**src/rtl/int_div_base.sv**
```systemverilog
// Iterative unsigned restoring divider: one quotient bit per cycle, nbits cycles per
// operand pair, with val/rdy handshakes on both the operand and result streams.
module int_div_base #(
    parameter int nbits = 32
) (
    input  logic               clk,
    input  logic               reset,
    input  logic               istream_val,
    output logic               istream_rdy,
    input  logic [2*nbits-1:0] istream_msg,
    output logic               ostream_val,
    input  logic               ostream_rdy,
    output logic [2*nbits-1:0] ostream_msg
);

    localparam logic [1:0] IDLE = 2'd0;
    localparam logic [1:0] CALC = 2'd1;
    localparam logic [1:0] DONE = 2'd2;

    localparam int            CW   = $clog2(nbits + 1);
    localparam logic [CW-1:0] LAST = CW'(nbits - 1);

    logic [1:0]       r_state;
    logic [1:0]       w_state_nx;
    logic [CW-1:0]    r_cnt;
    logic [CW-1:0]    w_cnt_nx;
    logic [nbits-1:0] r_quo;
    logic [nbits-1:0] r_rem;
    logic [nbits-1:0] r_dvs;
    logic [nbits-1:0] w_quo_nx;
    logic [nbits-1:0] w_rem_nx;
    logic [nbits-1:0] w_dvs_nx;
    logic [nbits:0]   w_t;
    logic             w_ge;
    logic [nbits-1:0] w_sub;

    // Compare is nbits+1 wide; the difference is < divisor, so its low nbits are exact.
    assign w_t   = {r_rem, r_quo[nbits-1]};
    assign w_ge  = (w_t >= {1'b0, r_dvs});
    assign w_sub = w_t[nbits-1:0] - r_dvs;

    assign istream_rdy = (r_state == IDLE);
    assign ostream_val = (r_state == DONE);
    assign ostream_msg = {r_rem, r_quo};

    // Next-state and datapath update for the IDLE/CALC/DONE sequence.
    always_comb begin
        w_state_nx = r_state;
        w_cnt_nx   = r_cnt;
        w_quo_nx   = r_quo;
        w_rem_nx   = r_rem;
        w_dvs_nx   = r_dvs;
        case (r_state)
            IDLE: begin
                if (istream_val) begin
                    w_quo_nx   = istream_msg[2*nbits-1:nbits];
                    w_dvs_nx   = istream_msg[nbits-1:0];
                    w_rem_nx   = {nbits{1'b0}};
                    w_cnt_nx   = {CW{1'b0}};
                    w_state_nx = CALC;
                end else begin
                    w_state_nx = IDLE;
                end
            end
            CALC: begin
                w_rem_nx = w_ge ? w_sub : w_t[nbits-1:0];
                w_quo_nx = {r_quo[nbits-2:0], w_ge};
                w_cnt_nx = r_cnt + CW'(1);
                if (r_cnt == LAST) begin
                    w_state_nx = DONE;
                end else begin
                    w_state_nx = CALC;
                end
            end
            DONE: begin
                if (ostream_rdy) begin
                    w_state_nx = IDLE;
                end else begin
                    w_state_nx = DONE;
                end
            end
            default: begin
                w_state_nx = IDLE;
            end
        endcase
    end

    // State and datapath registers; reset aborts any division in flight.
    always_ff @(posedge clk or negedge reset) begin
        if (!reset) begin
            r_state <= IDLE;
            r_cnt   <= {CW{1'b0}};
            r_quo   <= {nbits{1'b0}};
            r_rem   <= {nbits{1'b0}};
            r_dvs   <= {nbits{1'b0}};
        end else begin
            r_state <= w_state_nx;
            r_cnt   <= w_cnt_nx;
            r_quo   <= w_quo_nx;
            r_rem   <= w_rem_nx;
            r_dvs   <= w_dvs_nx;
        end
    end

endmodule

```
**config.mk**
```make
export PLATFORM = sky130hd
export DESIGN_NAME = int_div_base
export DESIGN_NICKNAME = d
export VERILOG_FILES = /design/src/rtl/int_div_base.sv
export SDC_FILE = /design/constraint.sdc
export NUM_CORES = 1
export LEC_CHECK = 0
export ABC_AREA = 1
export ABC_CLOCK_PERIOD_IN_PS = 4800
export CORE_MARGIN = 2
export CORE_UTILIZATION = 55
export DETAILED_ROUTE_END_ITERATION = 8
export PLACE_DENSITY = 0.83
export SLEW_MARGIN = 30
export SYNTH_ARGS = -nofsm -noshare
export SYNTH_HDL_FRONTEND = slang
export SYNTH_SLANG_ARGS = --single-unit
```
**constraint.sdc**
```tcl
create_clock -name clk -period 4.8 [get_ports clk]
set_input_delay 1.2 -clock clk [delete_from_list [all_inputs] [get_ports clk]]
set_output_delay 1.2 -clock clk [all_outputs]
set_load 0.05 [all_outputs]
```
* Word-level counts from Yosys, hierarchy flattened *
Index checks and enable logic that the tools add are counted.

storage, ports and cells
  register bits = 104
  bits of input ports = 68
  output and inout port bits = 66
  word-level logic and storage cells = 27

cells by class
  add/sub/neg operators = 2
  order comparisons = 1
  equal/unequal tests = 4
  mux-type cells = 11
  reduce and logical (&&, ||, !) cells = 4

operators by type and width
  operator                                        count
  case mux 32 bit (2 select lines)                2
  2-to-1 mux 32 bit                               3
  >= comparator 33 x 32 -> 1 bit                  1
  subtractor 32 bit                               1
  case mux 6 bit (2 select lines)                 1
  adder 6 x 1 -> 6 bit (second input constant)    1
  == test 6 x 5 -> 1 bit (second input constant)  1
  2-to-1 mux 6 bit                                1
  case mux 2 bit (3 select lines)                 1
  2-to-1 mux 2 bit                                2
  AND reduction 2 bit                             2
  == test 2 x 1 -> 1 bit (second input constant)  1
  == test 2 bit (second input constant)           1
  zero test 2 bit                                 1
  inequality test 2 bit (second input constant)   1
  nonzero test 2 bit                              1
  2-to-1 mux 1 bit                                1

* Logic depth before layout (Yosys ltp) *
  depth in word-level cells = 3
  gate-level depth with buffers = 17
  depth with buffers taken out = 16

* Worst setup path before layout *
Ideal clock, no wire load.

  path kind = register to register
  from = register r_quo[31]
  to = register r_rem[24]
  setup time = 118 ps
  arrival time = 2,177 ps
  data required time = 4,682 ps
  slack = 2,505 ps
  stages on the path, launching flop included = 16
  buffers on the path = 0
  clock period less this slack = 2,295 ps
  cell sequence = dfrtp_1 > inv_1 > ha_1 > fa_1 > inv_1 > nand3_1 > nand3_1 > nand2_1 > nand2_1 > nand2_1 > nand3_1 > nand2_1 > nand2_1 > nand2_1 > nand3_1 > nand2_1

on the way
  word-level cells in the longest chain between the ends = 3
  elaborated cells between the ends (all ways) = 4
  those cells by class = add/sub: 1; order compare: 1; mux: 2

ends and longest elaborated chain
  what                                                                        RTL line  RTL
  start: declaration                                                          27        logic [nbits-1:0] r_quo;
  start signal: assignment                                                    93        r_quo <= {nbits{1'b0}};
  start signal: assignment                                                    99        r_quo <= w_quo_nx;
  subtractor 32 bit / >= comparator 33 x 32 -> 1 bit (equally long branches)  40, 39
  2-to-1 mux 32 bit (*)                                                       66        w_rem_nx = w_ge ? w_sub : w_t[nbits-1:0];
  case mux 32 bit (2 select lines) (*)                                        53        case (r_state)
  end signal: assignment                                                      94        r_rem <= {nbits{1'b0}};
  end signal: assignment                                                      100       r_rem <= w_rem_nx;
  end: declaration                                                            28        logic [nbits-1:0] r_rem;

Mark *: on every way between the ends. The rest lies on a longest branch, timed or not.
A chain may end at the register's enable or synchronous reset.

* Worst setup path in the final report *
  from = register r_state[0]
  to = output istream_rdy

on the way
  word-level cells in the longest chain between the ends = 1

ends and longest elaborated chain
  what                      RTL line  RTL
  start: declaration        23        logic [1:0] r_state;
  start signal: assignment  97        r_state <= w_state_nx;
  zero test 2 bit           42        assign istream_rdy = (r_state == IDLE);
  end: declaration          9         output logic istream_rdy,

Every way passes these cells.

==> reports/qor.csv <==
stage;metric;value;unit
outcome;status;finished clean;
global_routing;gr-usage-all-layers;28.5;%
clocking;cts_buffers;9;
logic_synthesis;synth_nets;1177;
routing;drt.antenna.violating_nets;0;
critical_path;cp_max_fo;4;
logic_synthesis;synthCells;1075;
cells_and_area;layout.cells.most_common;nand2_1;
logic_synthesis;avgSynthCellArea;6.74;um^2
clocking;cts_setup_buffers;0;
critical_path;worstPathCellList;nor2_1 -> clkdlybuf4s50_1;
clocking;clk_path_buf_depth;2;
sta;slew_headroom;34.6;%
sta;rsz0062_at_grt;no;
placement;dpl_worst_slack;1.60;ns
cells_and_area;post-route-util;70.6;%
routing;routedWlPerCell;14.4;um
critical_path;critical-path-max-stage-delay;0.84;ns
routing;drtIter0Drc;617;
logic_synthesis;yosys_most_used_dff;dfrtp_1;
sta;finalHoldViolCount;0;
clocking;cts_resized;0;
clocking;cts_root_buf;clkbuf_16;
job;drv_cap;0;
critical_path;critPathRequiredTime;3.60;ns
logic_synthesis;yosys.area.top_type_share;35.9;%
cells_and_area;final_cell_mix;350 x nand2_1, 214 x inv_1, 132 x clkdlybuf4s50_1;
critical_path;critPathSlowestCell;clkdlybuf4s50_1;
critical_path;critPathLaunchType;flip-flop;
clocking;cts.clk_slew.worst_paths;0.08;ns
clocking;htreeDepth;3;
routing;route.detailed.drc;0;
placement;gp_congestion;1.00;
clocking;cts.sinks;104;
hold_path;hp-class;flip-flop to flip-flop;
clocking;clkLatencyLatePin;0.37;ns
cells_and_area;diodes;0;
logic_synthesis;synth_area_leaders;dfrtp_1 36%, nand2_1 18%, inv_1 11%;
global_routing;grt_antenna_before_repair;0;
sta;slew_viol_final;0;
floorplanning;die-area;14100;um^2
sta;fin_crit_sh;63.2;%
critical_path;arrival;1.83;ns
floorplanning;core.rowCount;41;
global_routing;grt_pass1_wl;32.4;mm
sta;min_period;3.03;ns
sta;tns;0;ns
critical_path;critPathBufInv;1;
sta;worst_pin_slew;0.980;ns
cells_and_area;layout.cells.non_filler;1370;
global_routing;grt_overflow;0;
sta;fmax;330;MHz
floorplanning;initial_utilization;56.9;%
critical_path;endpoint_kind;output pin;
logic_synthesis;synth-edff-count;0;
routing;wl;19.7;mm
global_routing;grt_pass1_vias;6676;
logic_synthesis;synth_area_leader_cell;dfrtp_1;
logic_synthesis;synth_cell_types;39;
cells_and_area;fillCellCount;1110;
global_routing;grt_max_degree;67;
clocking;postCtsHoldBufs;0;
logic_synthesis;yosys_register_bits;104;
placement;dp_cells;1353;
critical_path;ff2ff_setup_slack;2.09;ns
placement;io_buffers;133;
floorplanning;chipWidth;119;um
floorplanning;die_h;119;um
placement;hpwl;14.8;mm
clocking;cts_tree;yes;
sta;setup_viol;0;
sta;fin_skew;0.0149;ns
floorplanning;core-area;12700;um^2
cells_and_area;drive_gt1_share;4.51;%
logic_synthesis;netlist_area;7240;um^2
critical_path;critical_path_class;flip-flop to output pin;
cells_and_area;fin_nets;1295;
routing;first_pass_iters;5;
floorplanning;ioPinCount;134;
routing;viasPerCell;5.20;
logic_synthesis;yosys_warnings;0;
logic_synthesis;ys_seq_area_share;35.9;%
cells_and_area;syn2layout_area_growth;24.0;%
logic_synthesis;ys_async_sr_fraction;100;%
routing;vias;7118;
critical_path;path_delay_family;buffers and inverters;
sta;final.setup.worst_slack;1.77;ns
==> synthesized netlist by cell type, types with 5 or more instances <==
cell type	number
nor3_1	5
nand3b_1	16
inv_1	215
xnor2_1	13
clkbuf_1	13
nand2_1	350
buf_2	8
ha_1	33
nand3_2	5
nand2_2	6
buf_6	5
o21ai_0	43
a21oi_1	47
nor2_2	5
o21ai_1	8
o22ai_1	31
nor2_1	44
nand4_1	7
nand3_1	82
dfrtp_1	104
==> logic make-up after synthesis <==
| logic type | Yosys count | synth area share, % |
|---|---|---|
| AO/OA/AOI/OAI | 140 | 10.6 |
| flip-flops | 104 | 35.9 |
| AND/OR/NAND/NOR | 531 | 31.9 |
| XOR/XNOR | 14 | 1.69 |
| buffers and inverters | 252 | 13.9 |
| adder cells (fa/ha/maj) | 34 | 5.98 |
==> worst register-to-register path: stages (launching register included) <==
cell     delay (ns)
dfrtp_1        0.42
ha_1           0.40
nand2_1        0.11
nand2_1        0.10
a21oi_2        0.18
nand2_1        0.09
nand2_1        0.06
nand2_1        0.08
nor2_4         0.45
buf_16         0.24
nand2_8        0.17
nand2_1        0.17
nand3_1        0.08
nand2_1        0.09
==> stage by stage <==
stage	hold slack [ns]	area (um^2)
finish	0.530	8980
global route	0.549	8980
CTS	0.522	8950
detailed placement	0.503	8660
global placement	0.497	8660
floorplan	0.453	7240
==> flip-flops by register name, summed over array words and instances (netlist names) <==
name,count
r_dvs,32
r_rem,32
r_quo,32
r_cnt,6
r_state,2
==> final cells by class <==
| class | count | area, um^2 | area share, % |
|---|---|---|---|
| inverters | 219 | 822 | 9.15 |
| clock inverters | 6 | 58.8 | 0.655 |
| clock buffers | 10 | 239 | 2.66 |
| multi-input cells | 719 | 3640 | 40.6 |
| repair buffers | 140 | 1400 | 15.6 |
| flip-flops and latches | 104 | 2600 | 29.0 |
| well taps | 172 | 215 | 2.40 |
==> path summary, 6_finish.rpt <==
kind / cells after the start / from / end
worst max-delay path: 2 / r_state[0]$_DFF_PN0_ / istream_rdy
worst min register to register: 1 / r_cnt[0]$_DFFE_PN0P_ / r_cnt[0]$_DFFE_PN0P_
worst max register to register: 13 / r_rem[21]$_DFFE_PN0P_ / r_rem[19]$_DFFE_PN0P_
max in group asynchronous: 2 / reset / r_dvs[24]$_DFFE_PN0P_
worst min-delay path: 1 / r_cnt[0]$_DFFE_PN0P_ / r_cnt[0]$_DFFE_PN0P_
min in group asynchronous: 1 / reset / r_rem[4]$_DFFE_PN0P_
==> routing by layer <==
layer / up-vias / share of wire [%] / track usage, %
met2: 225 / 47 / 47.1
li1: 3584 / - / -
met1: 3295 / 45 / 37.8
met5: - / 0 / 0
met4: 0 / 1.3 / 8.41
met3: 14 / 6.6 / 5.94
Power is not shown: default switching activity piles up to over one toggle a cycle in this logic, so the estimate is an artifact.
